### src/rtl/regfile_ctrl_pkg.sv
`default_nettype none
// ============================================================================
// Module   : regfile_ctrl_pkg
// Purpose  : Shared definitions for the register-file write-back arbiter:
//            controller state encoding and the byte-width constant.
// Ports    : none (package)
// Revision : 1.0 - initial release
// ============================================================================
package regfile_ctrl_pkg;

  localparam int BYTE = 8;

  // CLEAR: zero-fill sequence running. ARB: normal write-back arbitration.
  typedef enum logic [0:0] {
    CLEAR = 1'b0,
    ARB   = 1'b1
  } state_t;

endpackage
`default_nettype wire

### src/rtl/regfile_wb_arbiter_rr.sv
`default_nettype none
// ============================================================================
// Module   : rr_arbiter
// Purpose  : Round-robin grant. The search for a set request starts at
//            index ptr and wraps around; the first hit is granted.
// Ports    : req   [N-1:0]   request vector
//            ptr   [PW-1:0]  index of the highest-priority requester (< N)
//            grant [N-1:0]   one-hot grant, or zero when req is zero
// Revision : 1.0 - initial release
// ============================================================================
module rr_arbiter #(
  parameter int N = 2
) (
  input  logic [N-1:0]                      req,
  input  logic [$clog2((N > 1) ? N : 2)-1:0] ptr,
  output logic [N-1:0]                      grant
);

  logic [N-1:0] rot;
  logic [N-1:0] rot_oh;

  // Rotate so that requester ptr sits at bit 0, isolate the lowest set bit,
  // then rotate the one-hot result back into requester order.
  always_comb begin
    rot    = N'({req, req} >> ptr);
    rot_oh = rot & (~rot + N'(1));
    grant  = N'(({rot_oh, rot_oh} << ptr) >> N);
  end

endmodule
`default_nettype wire

### src/rtl/regfile_wb_arbiter.sv
`default_nettype none
// ============================================================================
// Module   : regfile_wb_arbiter
// Purpose  : Arbitrates several write-back sources onto a single register-file
//            write port and performs a zero-fill of the whole file after reset
//            or on request.
// Ports    : clk, reset            clock, asynchronous active-high reset
//            req_valid/addr/be/data per-requester write requests
//            req_ready             combinational one-hot acceptance
//            clear_req             pulse: zero-fill all registers
//            clear_busy            high while fill writes are on the port
//            Reg_wr/wr_addr/wr_data registered register-file write port
// Revision : 1.0 - initial release
// ============================================================================
module regfile_wb_arbiter
  import regfile_ctrl_pkg::*;
#(
  parameter int WORD       = 16,
  parameter int REGISTERS  = 8,
  parameter int REQUESTERS = 2
) (
  input  logic                                             clk,
  input  logic                                             reset,
  input  logic [REQUESTERS-1:0]                            req_valid,
  input  logic [REQUESTERS-1:0][$clog2(REGISTERS)-1:0]     req_addr,
  input  logic [REQUESTERS-1:0][WORD/BYTE-1:0]             req_be,
  input  logic [REQUESTERS-1:0][WORD-1:0]                  req_data,
  output logic [REQUESTERS-1:0]                            req_ready,
  input  logic                                             clear_req,
  output logic                                             clear_busy,
  output logic [WORD/BYTE-1:0]                             Reg_wr,
  output logic [$clog2(REGISTERS)-1:0]                     wr_addr,
  output logic [WORD-1:0]                                  wr_data
);

  localparam int AW = $clog2(REGISTERS);
  localparam int BW = WORD / BYTE;
  localparam int PW = (REQUESTERS > 1) ? $clog2(REQUESTERS) : 1;

  state_t          state_q, state_d;
  logic [AW-1:0]   cnt_q, cnt_d;
  logic [PW-1:0]   ptr_q, ptr_d;
  logic [BW-1:0]   reg_wr_q, reg_wr_d;
  logic [AW-1:0]   wr_addr_q, wr_addr_d;
  logic [WORD-1:0] wr_data_q, wr_data_d;
  logic            clear_busy_q, clear_busy_d;

  logic [REQUESTERS-1:0] grant;
  logic [BW-1:0]         sel_be;
  logic [AW-1:0]         sel_addr;
  logic [WORD-1:0]       sel_data;
  logic [PW-1:0]         nxt_ptr;

  rr_arbiter #(
    .N (REQUESTERS)
  ) u_rr (
    .req   (req_valid),
    .ptr   (ptr_q),
    .grant (grant)
  );

  // Select the granted request and the requester after it (new priority).
  always_comb begin
    sel_be   = '0;
    sel_addr = '0;
    sel_data = '0;
    nxt_ptr  = ptr_q;
    for (int i = 0; i < REQUESTERS; i++) begin
      if (grant[i]) begin
        sel_be   = req_be[i];
        sel_addr = req_addr[i];
        sel_data = req_data[i];
        nxt_ptr  = PW'((i + 1) % REQUESTERS);
      end
    end
  end

  assign req_ready = (state_q == ARB) ? grant : '0;

  always_comb begin
    state_d      = state_q;
    cnt_d        = cnt_q;
    ptr_d        = ptr_q;
    reg_wr_d     = '0;
    wr_addr_d    = wr_addr_q;
    wr_data_d    = wr_data_q;
    // Busy follows the write port: it is high for each cycle a fill write
    // is presented, so it trails the state register by one cycle.
    clear_busy_d = (state_q == CLEAR);
    case (state_q)
      CLEAR: begin
        reg_wr_d  = '1;
        wr_addr_d = cnt_q;
        wr_data_d = '0;
        if (cnt_q == AW'(REGISTERS - 1)) begin
          cnt_d   = '0;
          state_d = ARB;
        end else begin
          cnt_d = cnt_q + AW'(1);
        end
      end
      ARB: begin
        if (|grant) begin
          reg_wr_d  = sel_be;
          wr_addr_d = sel_addr;
          wr_data_d = sel_data;
          ptr_d     = nxt_ptr;
        end
        // A request granted in this cycle still issues before the fill.
        if (clear_req) begin
          state_d = CLEAR;
          cnt_d   = '0;
        end
      end
      default: state_d = CLEAR;
    endcase
  end

  always_ff @(posedge clk or posedge reset) begin
    if (reset) begin
      state_q      <= CLEAR;
      cnt_q        <= '0;
      ptr_q        <= '0;
      reg_wr_q     <= '0;
      wr_addr_q    <= '0;
      wr_data_q    <= '0;
      clear_busy_q <= 1'b1;
    end else begin
      state_q      <= state_d;
      cnt_q        <= cnt_d;
      ptr_q        <= ptr_d;
      reg_wr_q     <= reg_wr_d;
      wr_addr_q    <= wr_addr_d;
      wr_data_q    <= wr_data_d;
      clear_busy_q <= clear_busy_d;
    end
  end

  assign Reg_wr     = reg_wr_q;
  assign wr_addr    = wr_addr_q;
  assign wr_data    = wr_data_q;
  assign clear_busy = clear_busy_q;

endmodule
`default_nettype wire

### config.mk
export PLATFORM = sky130hd
export DESIGN_NAME = regfile_wb_arbiter
export DESIGN_NICKNAME = d
export VERILOG_FILES = /design/src/rtl/regfile_ctrl_pkg.sv /design/src/rtl/regfile_wb_arbiter_rr.sv /design/src/rtl/regfile_wb_arbiter.sv
export SDC_FILE = /design/constraint.sdc
export NUM_CORES = 1
export LEC_CHECK = 0
export CAP_MARGIN = 20
export CORE_ASPECT_RATIO = 0.75
export CORE_MARGIN = 3
export CORE_UTILIZATION = 38
export CTS_CLUSTER_DIAMETER = 60
export CTS_CLUSTER_SIZE = 30
export DETAILED_ROUTE_END_ITERATION = 8
export PLACE_DENSITY = 0.8
export SYNTH_ARGS = -nofsm -noshare
export SYNTH_HDL_FRONTEND = slang
export SYNTH_SLANG_ARGS = --single-unit
export TNS_END_PERCENT = 20
### constraint.sdc
create_clock -name clk -period 1.5 [get_ports clk]
set_input_delay 0.225 -clock clk [delete_from_list [all_inputs] [get_ports clk]]
set_output_delay 0.225 -clock clk [all_outputs]
set_load 0.05 [all_outputs]
==> out/qor.csv <==
metric,value,unit
status,finished with violations,
violations,negative setup slack,
cts.clk_slew.worst_paths,90,ps
post_drt_wl_per_cell,17.23,microns
p_leak,0.9923,nW
rr_startpoint,ptr_q$_DFFE_PP0P_,
crit_top_cell,buf_12,
cpMaxStageDelayCell,dfrtp_1,
drive_gt1_share,26.37,%
cp_top_family,flip-flops,
hold_slack,302.2,ps
startpoint_type,flip-flop,
initial_core_util,40.93,%
synth_edf_count,0,
area_growth,71.06,%
row_count,17,
cp.depth,4,
yosys_warnings,0,
place_inst,213,
worstSkewPairLatency,270,ps
r2r-end,wr_data[5]$_DFFE_PP0P_,
holdCritPathClass,in -> async,
fin_ws,-32.66,ps
fp.dieW,72.09,microns
reg2reg_depth,5,
drt_iter0_drc,81,
synth_ff_type,dfrtp_1,
routed_wl,3.791,mm
arrival,1310,ps
yosysSeqAreaShare,54.37,%
setup.worst_path.end,req_ready[1],
nNetsFinal,232,
gp_congestion,0.7803,
grt_max_degree,28,
dr.pass1.iters,4,
layout_min_cycle_time,1533,ps
final_antenna_net_count,0,
criticalPathCategory,reg -> out,
syn-num-nets,151,
max_stage_delay,410,ps
rsz0062_at_grt,true,
grt_pass1_wl,6.175,mm
place_ws,-375.5,ps
dieHeight,55.57,microns
syn_area_per_cell,12.21,sq um
cts_inserted_buffers,3,
max_freq,652.5,MHz
cts_sinks,27,
synth_area,1245,sq um
cts_tree,yes,
grt_use_total,19.58,%
clockRootBuffer,clkbuf_8,
crit_fanout,17,
port_buffers,70,
ys_ff_latch,27,
synthArstFlopShare,100.0,%
max_cap_viol_count,0,
reg2reg_slack,70,ps
antenna_cells,0,
avgViaCountPerCell,5.295,
finalHoldViolations,0,
setup_violations,1,
antenna_found_initial,0,
first_global_vias,1227,
synth_cell_type_count,27,
worstMarginPinSlew,497.4,ps
drv_slew,0,
netlist_instances,102,
cts_buffer_depth,2,
power,3.377,mW
design.die.area,4006,sq um
holdBufCountCts,0,
dp_hpwl,2.841,mm
io-pin-count,71,
slew_headroom,66.81,%
endpoint_kind,primary output,
worstPathRequired,1270,ps
skew,2.004,ps
num_vias,1165,
core,3042,sq um
htree_levels,1,
power.density,1586,nW/um^2
tns,-32.66,ps
path_cells,nand2b_4 > nor2b_4 > buf_12 > buf_12,
vdd_ir_drop_max,0.9235,mV
fin_cells,220,
period_share,102.2,%
drc_errors,0,
critPathLaunch,ptr_q$_DFFE_PP0P_,
crit_buf_inv,2,
grt_overflow,0,
==> cells in the final DEF, fill, tap and decap left out, drive strengths merged, types with 3 or more instances in the layout <==
cell	n
a221o	18
and2	17
buf	37
clkbuf	4
clkdlybuf4s50	44
dfrtp	26
nand2	5
nor2	3
o2bb2ai	3
==> per-stage QoR <==
stage          cell area (sq um)  utilization [%]
3_3_place_gp                2034            66.89
5_1_grt                     2130            70.01
2_1_floorplan               1247                -
6_report                    2130            70.01
4_1_cts                     2121            69.72
3_5_place_dp                2034            66.89
==> sequential cells by signal, indices dropped and copies added, names as in the netlist <==
name,count
state_q,1
clear_busy,1
wr_data,16
ptr_q,1
wr_addr,3
Reg_wr,2
cnt_q,3
==> cell families (layout without fill, tap and decap cells) <==
kind of cell | count (synthesis) | after routing | share of synthesized area, %
AND/OR/NAND/NOR | 31 | 31 | 14.67
multiplexers | 3 | 3 | 2.513
flip-flops | 27 | 27 | 54.37
buffers and inverters | 9 | 89 | 4.522
AO/OA/AOI/OAI | 30 | 30 | 21.91
adder cells (fa/ha/maj) | 2 | 2 | 2.010
==> power by group <==
part | switching (mW) | internal (mW) | total, mW | leakage, nW
Combinational | 1.03 | 0.806 | 1.84 | 0.624
Sequential | 0.168 | 0.960 | 1.13 | 0.346
Clock | 0.222 | 0.191 | 0.412 | 0.0228
Total | 1.42 | 1.96 | 3.38 | 0.992
==> final cells by class <==
cell class / instances / area, sq um
multi-input combinational: 66 / 541.8
clock buffer: 4 / 45.04
sequential: 27 / 676.9
fill: 222 / 912.1
timing repair buffer: 83 / 810.8
inverter: 2 / 7.507
tap: 38 / 47.55
==> tightest hold or removal path, stage by stage <==
cell             delay, ps
clkdlybuf4s50_1        390
inv_1                   50
buf_4                  330
==> cell usage after synthesis (3+ instances only) <==
library cell,n,area (sq um)
a221o_1,18,180.2
dfrtp_1,26,650.6
o2bb2ai_1,3,26.28
nand2_1,5,18.77
buf_2,3,15.01
nor2_1,3,11.26
and2_1,17,106.4
==> timing repair <==
item,in CTS,in global routing
pin swaps,0,1
buffers inserted,3,0
gates resized for setup,7,2
endpoints found under the setup margin,18,18
==> how the worst min path moves through the flow <==
stage / from / to / cells after the start
floorplan: reset / Reg_wr[0]$_DFF_PP0_ / 1
finish: reset / wr_data[11]$_DFFE_PP0P_ / 3
CTS: reset / wr_data[11]$_DFFE_PP0P_ / 3
detailed placement: ptr_q$_DFFE_PP0P_ / ptr_q$_DFFE_PP0P_ / 1
global placement: ptr_q$_DFFE_PP0P_ / ptr_q$_DFFE_PP0P_ / 1
global route: reset / wr_data[11]$_DFFE_PP0P_ / 3
==> metal layers <==
| metal | share of wire, % | GRT usage, % | up-vias | routed length [microns] |
|---|---|---|---|---|
| li1 | - | - | 541 | - |
| met1 | 43 | 26.41 | 573 | 1644 |
| met2 | 48 | 30.74 | 45 | 1828 |
| met3 | 7.3 | 6.498 | 6 | 277 |
| met4 | 1.1 | 3.753 | 0 | 41 |
| met5 | 0 | 0 | - | 0 |
(Power assumes the default switching activity.)
